`src/rtl/heart_bullet_collision.sv`:
```
// heart_bullet_collision
//   Detects heart/bullet sprite overlap during active video and maintains the
//   player's HP once per frame. A hit starts an invulnerability window during
//   which the heart blinks. HP reaching 0 latches the player dead until
//   restart or rst.
//
// Optional feature: define HP_REGEN_EN to regain 1 HP after REGEN_FRAMES
//   consecutive hit-free frames spent alive and not invulnerable.
//
// Ports
//   Pclk          in   pixel clock, sole clock
//   rst           in   synchronous reset, active-high
//   xx, yy        in   current raster position (frame ends at 639,479)
//   aactive       in   active video
//   HeartSpriteOn in   heart sprite flag
//   BulletOn      in   one flag per bullet sprite
//   restart       in   single-cycle pulse that revives the player
//   hp            out  current HP
//   hit_pulse     out  one-cycle pulse when damage is applied
//   invulnerable  out  high while in the invulnerability window
//   dead          out  high once HP has reached 0
//   HeartVisible  out  heart flag gated by blink and death, one cycle late
module heart_bullet_collision #(
    parameter int unsigned NBULLETS      = 4,
    parameter int unsigned HP_MAX        = 20,
    parameter int unsigned DAMAGE        = 4,
    parameter int unsigned INVULN_FRAMES = 30,
    parameter int unsigned BLINK_FRAMES  = 4,
    parameter int unsigned REGEN_FRAMES  = 120
) (
    input  logic                Pclk,
    input  logic                rst,
    input  logic [9:0]          xx,
    input  logic [9:0]          yy,
    input  logic                aactive,
    input  logic                HeartSpriteOn,
    input  logic [NBULLETS-1:0] BulletOn,
    input  logic                restart,
    output logic [7:0]          hp,
    output logic                hit_pulse,
    output logic                invulnerable,
    output logic                dead,
    output logic                HeartVisible
);

    localparam int unsigned HP_W    = 8;
    localparam int unsigned INV_W   = 8;
    localparam int unsigned BLINK_W = 4;
`ifdef HP_REGEN_EN
    localparam int unsigned REGEN_W = 10;
`endif

    localparam logic [9:0]      X_LAST     = 10'd639;
    localparam logic [9:0]      Y_LAST     = 10'd479;
    localparam logic [HP_W-1:0] HP_MAX_V   = HP_W'(HP_MAX);
    localparam logic [HP_W-1:0] DAMAGE_V   = HP_W'(DAMAGE);
    localparam logic [INV_W-1:0] INV_LOAD  = INV_W'(INVULN_FRAMES - 1);
    localparam logic [BLINK_W-1:0] BLINK_LAST = BLINK_W'(BLINK_FRAMES - 1);
`ifdef HP_REGEN_EN
    localparam logic [REGEN_W-1:0] REGEN_LAST = REGEN_W'(REGEN_FRAMES - 1);
`endif

    typedef enum logic [1:0] {
        ALIVE  = 2'd0,
        INVULN = 2'd1,
        DEAD   = 2'd2
    } state_t;

    state_t               state;
    logic                 hit_pending;
    logic [INV_W-1:0]     inv_cnt;
    logic [BLINK_W-1:0]   blink_cnt;
    logic                 phase;
`ifdef HP_REGEN_EN
    logic [REGEN_W-1:0]   regen_cnt;
`endif

    logic                 overlap;
    logic                 frame_end;
    logic                 hit_frame;
    logic [HP_W-1:0]      hp_dmg;

    // Per-pixel collision and once-per-frame evaluation point
    assign overlap   = aactive & HeartSpriteOn & (|BulletOn);
    assign frame_end = (xx == X_LAST) && (yy == Y_LAST);
    // An overlap in the frame_end cycle itself belongs to the ending frame
    assign hit_frame = hit_pending | overlap;
    // Saturating damage: never wraps below zero
    assign hp_dmg    = (hp > DAMAGE_V) ? (hp - DAMAGE_V) : '0;

    // Player state machine, HP bookkeeping and registered outputs
    always_ff @(posedge Pclk) begin
        if (rst || restart) begin
            state        <= ALIVE;
            hp           <= HP_MAX_V;
            hit_pulse    <= 1'b0;
            invulnerable <= 1'b0;
            dead         <= 1'b0;
            HeartVisible <= 1'b0;
            hit_pending  <= 1'b0;
            inv_cnt      <= '0;
            blink_cnt    <= '0;
            phase        <= 1'b0;
`ifdef HP_REGEN_EN
            regen_cnt    <= '0;
`endif
        end else begin
            hit_pulse    <= 1'b0;
            // Uses the current (registered) window/phase/death state
            HeartVisible <= HeartSpriteOn & ~(invulnerable & phase) & ~dead;

            if (frame_end) begin
                hit_pending <= 1'b0;
                case (state)
                    ALIVE: begin
                        if (hit_frame) begin
                            hp        <= hp_dmg;
                            hit_pulse <= 1'b1;
                            blink_cnt <= '0;
                            phase     <= 1'b0;
`ifdef HP_REGEN_EN
                            regen_cnt <= '0;
`endif
                            if (hp_dmg == '0) begin
                                state <= DEAD;
                                dead  <= 1'b1;
                            end else begin
                                state        <= INVULN;
                                invulnerable <= 1'b1;
                                inv_cnt      <= INV_LOAD;
                            end
                        end
`ifdef HP_REGEN_EN
                        else if (regen_cnt == REGEN_LAST) begin
                            regen_cnt <= '0;
                            if (hp < HP_MAX_V) begin
                                hp <= hp + 8'd1;
                            end
                        end else begin
                            regen_cnt <= regen_cnt + 10'd1;
                        end
`endif
                    end

                    INVULN: begin
`ifdef HP_REGEN_EN
                        regen_cnt <= '0;
`endif
                        if (inv_cnt == '0) begin
                            state        <= ALIVE;
                            invulnerable <= 1'b0;
                            blink_cnt    <= '0;
                            phase        <= 1'b0;
                        end else begin
                            inv_cnt <= inv_cnt - 8'd1;
                            // Blink half-period counted in whole frames
                            if (blink_cnt == BLINK_LAST) begin
                                blink_cnt <= '0;
                                phase     <= ~phase;
                            end else begin
                                blink_cnt <= blink_cnt + 4'd1;
                            end
                        end
                    end

                    DEAD: begin
                        hp <= '0;
`ifdef HP_REGEN_EN
                        regen_cnt <= '0;
`endif
                    end

                    default: begin
                        state        <= ALIVE;
                        invulnerable <= 1'b0;
                        dead         <= 1'b0;
                    end
                endcase
            end else if (overlap) begin
                hit_pending <= 1'b1;
            end
        end
    end

endmodule

```
`config.mk`:
```
export PLATFORM = sky130hd
export DESIGN_NAME = heart_bullet_collision
export DESIGN_NICKNAME = d
export VERILOG_FILES = /design/src/rtl/heart_bullet_collision.sv
export SDC_FILE = /design/constraint.sdc
export NUM_CORES = 1
export LEC_CHECK = 0
export CAP_MARGIN = 25
export CORE_MARGIN = 4
export CORE_UTILIZATION = 49
export CTS_CLUSTER_SIZE = 14
export DETAILED_ROUTE_END_ITERATION = 10
export PLACE_DENSITY = 0.79
export SLEW_MARGIN = 20
export SYNTH_ARGS = -nofsm -noshare
export SYNTH_HDL_FRONTEND = slang
export SYNTH_SLANG_ARGS = --single-unit
```
`constraint.sdc`:
```
create_clock -name Pclk -period 2.65 [get_ports Pclk]
set_clock_uncertainty 0.05 [all_clocks]
set_input_delay 0.3975 -clock Pclk [delete_from_list [all_inputs] [get_ports Pclk]]
set_output_delay 0.3975 -clock Pclk [all_outputs]
set_load 0.01 [all_outputs]
```
Yosys cells after proc, flatten, opt, wreduce, memory -nomap -nowiden
Cells that the tools add are included.

Register bits: 28. Bits of input ports: 29. Word-level logic and storage cells: 83. Output and inout port bits: 12.

Reductions and logical operators: 18. Add/subtract/negate cells: 3. Bitwise logic cells: 13. Magnitude comparators: 1. Mux-type cells: 27. Equality and inequality tests: 11.

Operators with widths (number): 8-bit two-way mux (5); 8-bit case mux with 2 select lines (2); 8-bit logical NOT (2); 4-bit two-way mux (3); 4-bit AND reduction (3); 10-bit == test (second input constant) (1); 10-bit by 9-bit == test with 1-bit output (second input constant) (1); 2-bit != test (second input constant) (5); 5-bit AND reduction (2); 1-bit two-way mux (9); 8-bit by 3-bit > comparator with 1-bit output (second input constant) (1); 4-bit case mux with 2 select lines (1); 8-bit by 1-bit subtractor with 8-bit output (second input constant) (1); 8-bit by 3-bit subtractor with 8-bit output (second input constant) (1); 1-bit inverter (7); 2-bit two-way mux (3); 2-bit case mux with 3 select lines (1); 3-bit AND reduction (2); 1-bit bitwise AND (5); 4-bit by 1-bit adder with 4-bit output (second input constant) (1); 4-bit by 2-bit == test with 1-bit output (second input constant) (1); 1-bit case mux with 2 select lines (2); 2-bit nonzero test (2); 2-bit OR reduction (2); 10 further kinds (10).

Logic depth before layout (Yosys ltp)
Depth after elaboration: 6. Mapped depth: 9. Mapped depth without buffers: 7.

Worst setup path before layout
OpenSTA, ideal clock, no wires.

Kind: register to register. Start: register hp[2]. End: register inv_cnt[1]. Data required time: 2.452 ns. Cell stages (with the launch flop): 9. Slack: 0.363 ns. Arrival time: 2.089 ns. Clock period less this slack: 2.287 ns. Library setup time: 0.148 ns. Path buffers: 2. Cells stage by stage: dfxtp_1 inv_1 ha_1 clkbuf_1 o21ai_0 a41oi_1 clkbuf_1 a2111oi_0 o32ai_1.

Word-level cells in the longest chain between the ends: 5. Elaborated cells on any way between the ends: 6. Those cells by class: 1 x add/sub; 1 x order compare; 1 x eq/ne; 1 x mux; 2 x reduce/logical.

RTL lines: from (decl) (RTL line 39) `output logic [7:0] hp,`; from (signal assigned) (RTL line 117) `hp <= hp_dmg;`; 8-bit by 3-bit subtractor with 8-bit output / 8-bit by 3-bit > comparator with 1-bit output (equally long branches) (RTL line 89) `assign hp_dmg = (hp > DAMAGE_V) ? (hp - DAMAGE_V) : '0;`; 8-bit two-way mux (*) (RTL line 89); 8-bit logical NOT (*) (RTL line 124) `if (hp_dmg == '0) begin`; 2-bit != test (no line) (*); 5-bit AND reduction (no line) (*); to (signal assigned) (RTL line 155) `inv_cnt <= inv_cnt - 8'd1;`; to (decl) (RTL line 71) `logic [INV_W-1:0] inv_cnt;`.

Mark *: on every way between the ends. The rest lies on a longest branch, timed or not. A chain may end at the register's enable or synchronous reset.

Worst setup path after layout
Start: input port xx[9]. End: register inv_cnt[2].

Word-level cells in the longest chain between the ends: 3.

RTL lines: from (decl) (RTL line 33) `input logic [9:0] xx,`; 10-bit == test (RTL line 85) `assign frame_end = (xx == X_LAST) && (yy == Y_LAST);`; 1-bit logical AND (RTL line 85); 5-bit AND reduction (no line).

No other way between the ends.

==> summary.txt <==
Clock network
  – # resized after CTS: 0
  – TritonCTS clock tree: yes
  – Htree depth: 1
  – CTS buffer count: 3
  – Clk Latency, worst-skew pair: 0.32 ns
  – CTS root buffer: clkbuf_4
  – Buffer depth of the longest clock path: 2
  – Post-CTS Setup Repair Bufs: 0
  – Clock transition at path regs: 0.14 ns
  – Hold_buf cts: 0
  – Sink Count: 28

Yosys
  – Syn_area_per_cell: approximately 8.4 um^2
  – Part of the Yosys area used for sequential elements: about a third
  – Compound-cell area share of the yosys netlist: 25.1%
  – Mux cell area share after synthesis: 0.603%
  – Post-synthesis adder-cell area fraction: under 10%
  – Commonest cells in the synthesized netlist: dfxtp_1, a21oi_1, nand2_1
  – Post-synth EDFFs: 0
  – Cell count after synthesis: about 200
  – XOR/XNOR Fraction of Synth Area: 0%
  – Largest family of logic cells by synthesized area: simple AND/OR/NAND/NOR gates
  – Top post-synthesis cells by area: dfxtp_1, ha_1, a21oi_1
  – Syn nets: 235
  – Simple-gate share of the synthesized area: 30.6%
  – Ys async rst share: 0%
  – Most used DFF post-synth: dfxtp_1
  – Synthesized area: 0.00166 mm^2
  – Synth Register Bits: 28
  – Cell accounting for the most synthesized area: dfxtp_1
  – Synth warn: 0
  – Most instantiated library cell after synthesis: dfxtp_1
  – Post-synth top area share: 33.8%
  – Distinct cell type count of the synthesized netlist: 51

STA
  – Final period util: between 90% and 100%
  – # setup viols final: 0
  – Final worst path period need: 2.50 ns
  – Unrepaired setup endpoints after global routing: no
  – Final WS setup: roughly 0.15 ns
  – Slew Limit Fails: 0
  – Max_slew headroom: roughly 60%
  – Worst-Margin Slew: 0.601 ns
  – Setup_tns: 0 ns
  – Worst hold slack: around 0.44 ns
  – Final Hold Fails: 0
  – Fmax: 401 MHz

Worst setup path
  – Delay-heaviest family, CP: simple AND/OR/NAND/NOR gates
  – CP peak stage delay: 0.55 ns
  – Crit-path cells: clkdlybuf4s50_1 > nand4_1 > or4b_4 > or2_1 > or3_1 > o41ai_1
  – Slowest-stage cell, CP: or4b_4
  – Worst setup SP type: input port
  – WP data required: 2.81 ns
  – Kind of critical path: input port to flip-flop
  – Worst Setup End Kind: flip-flop
  – CP max FO: 11
  – Buf+Inv Stages, Crit Path: 1
  – WP data arrival: 2.66 ns

Pwr
  – Leak pwr: approximately 0.76 nW
  – Sequential power share: 60.5%
  – Clock network power share: between 20 and 30%
  – Net Sw Frac: 20.8%
  – Combinational power share: 10.4%
  – Worst vdd ir: 255 uV
  – Switching pwr: ~0.00015 W
  – Pint: 0.000553 W
  – PwrDens: roughly 310 mW/mm^2

Layout
  – Layout area overhead: 34.4%
  – Share of layout cells above drive strength 1: 10.0%
  – Finished Cell Area: 0.00223 mm^2
  – Final #Nets: 287
  – # diodes: 0
  – Final non-filler cell total: between 200 and 300

Placed design
  – Pre-CTS setup slack: -0.163 ns
  – Placed insts: 289
  – Routability congestion estimate: 0.902
  – Placed inst area: 0.00219 mm^2
  – DP Wirelength: 3450 um
  – # port buffers: 40

Detailed routing
  – Met3 wire len: around 310 um
  – Final wirelength: 4400 um
  – DR iter-0 viols: 186
  – Vias/cell: about 6.2
  – Drt pass-1 iters: 4
  – # DRC: 0
  – Met1 WL: 2070 um
  – DR vias: 1820
  – Antenna viol nets, final: 0
  – DR top layer: met4
  – Met2 WL: 1960 um
  – Routed wire per std cell: 15.0 um

Floorplanning
  – Die Ht: between 60 and 70 um
  – # IOs: 41
  – Starting Density: 52.7%
  – Horiz. Die Dim: between 60 and 70 um
  – Core box area: between 0.003 and 0.004 mm^2
  – Die ar.: about 0.0044 mm^2
  – FP Rows: 20

Run
  – MaxCap Viol Count: 0

GRT
  – Tot GR Track Use: 21.5%
  – First-pass GRT wire length: 7580 um
  – Vias in the first global route: 1718
  – Initial antenna violation count: 0
  – Largest net degree at the start of global routing: 20
  – Total congestion overflow: 0

Worst hold path
  – Hold WC Path Type: flip-flop to flip-flop

Status
  – Status: finished clean
final timing paths:
kind	startpoint	endpoint	slack (ns)	depth (start not counted)
worst min-delay path	inv_cnt[1]	inv_cnt[1]	0.44	2
worst min register to register	inv_cnt[1]	inv_cnt[1]	0.44	2
worst max register to register	hp[3]	inv_cnt[2]	0.26	8
worst max-delay path	xx[9]	inv_cnt[2]	0.15	6
kinds of logic after synthesis:
group           count (synthesis)
simple gates                   83
compound gates                 61
flops                          28
buf+inv                        17
fa+ha+maj                       8
mux                             1
area by class of cell:
type	count	area (um^2)
Tap cell	44	55.1
Timing Repair Buffer	54	505
Inverter	10	37.5
Multi-Input combinational cell	153	1030
Fill cell	283	922
Sequential cell	28	562
Clock buffer	4	36.3
worst min-delay path: cells and delay by family (launching register included):
family,cells,cell delay (ns)
flops,1,0.35
simple gates,1,0.06
compound gates,1,0.05
registers in the layout, summed over array words and instances, names as in the netlist:
| signal | cells |
|---|---|
| invulnerable | 1 |
| phase | 1 |
| HeartVisible | 1 |
| hit_pulse | 1 |
| hit_pending | 1 |
| blink_cnt | 4 |
| state | 2 |
| hp | 8 |
| inv_cnt | 8 |
| dead | 1 |
placed cells by master (no fill, tap or decap), drive strengths merged, types with 4 or more instances in the layout:
master	Yosys	layout
clkdlybuf4s50	0	40
dfxtp	28	28
a21oi	17	17
buf	2	14
nand2	13	13
inv	10	10
o21ai	10	10
or3	9	9
nor2	9	9
ha	8	8
nor4	7	7
or4	6	6
nand4b	5	5
nor3	5	5
nand3	5	5
nand4	4	4
nor4b	4	4
o22ai	4	4
clkbuf	5	4
metrics by stage:
stage | utilization (%) | total power, W
CTS | 70.7 | 0.000706
detailed placement | 69.6 | 0.000504
finish | 70.8 | 0.000699
floorplan | - | 0.000451
global route | 70.8 | 0.000733
global placement | 69.6 | 0.000503
power groups by stage:
stage / Clock (W) / Sequential (W) / Combinational (W)
floorplan: 0 / 0.000432 / 0.0000193
finish: 0.000204 / 0.000423 / 0.0000725
global route: 0.000232 / 0.000423 / 0.0000777
global placement: 0 / 0.000432 / 0.0000709
CTS: 0.000210 / 0.000423 / 0.0000727
detailed placement: 0 / 0.000432 / 0.0000725
routing by layer:
layer,up-vias,GRT usage (%)
li1,882,-
met1,848,29.8
met2,82,34.0
met5,-,0
met3,8,4.25
met4,0,5.58
(Power assumes the default switching activity.)
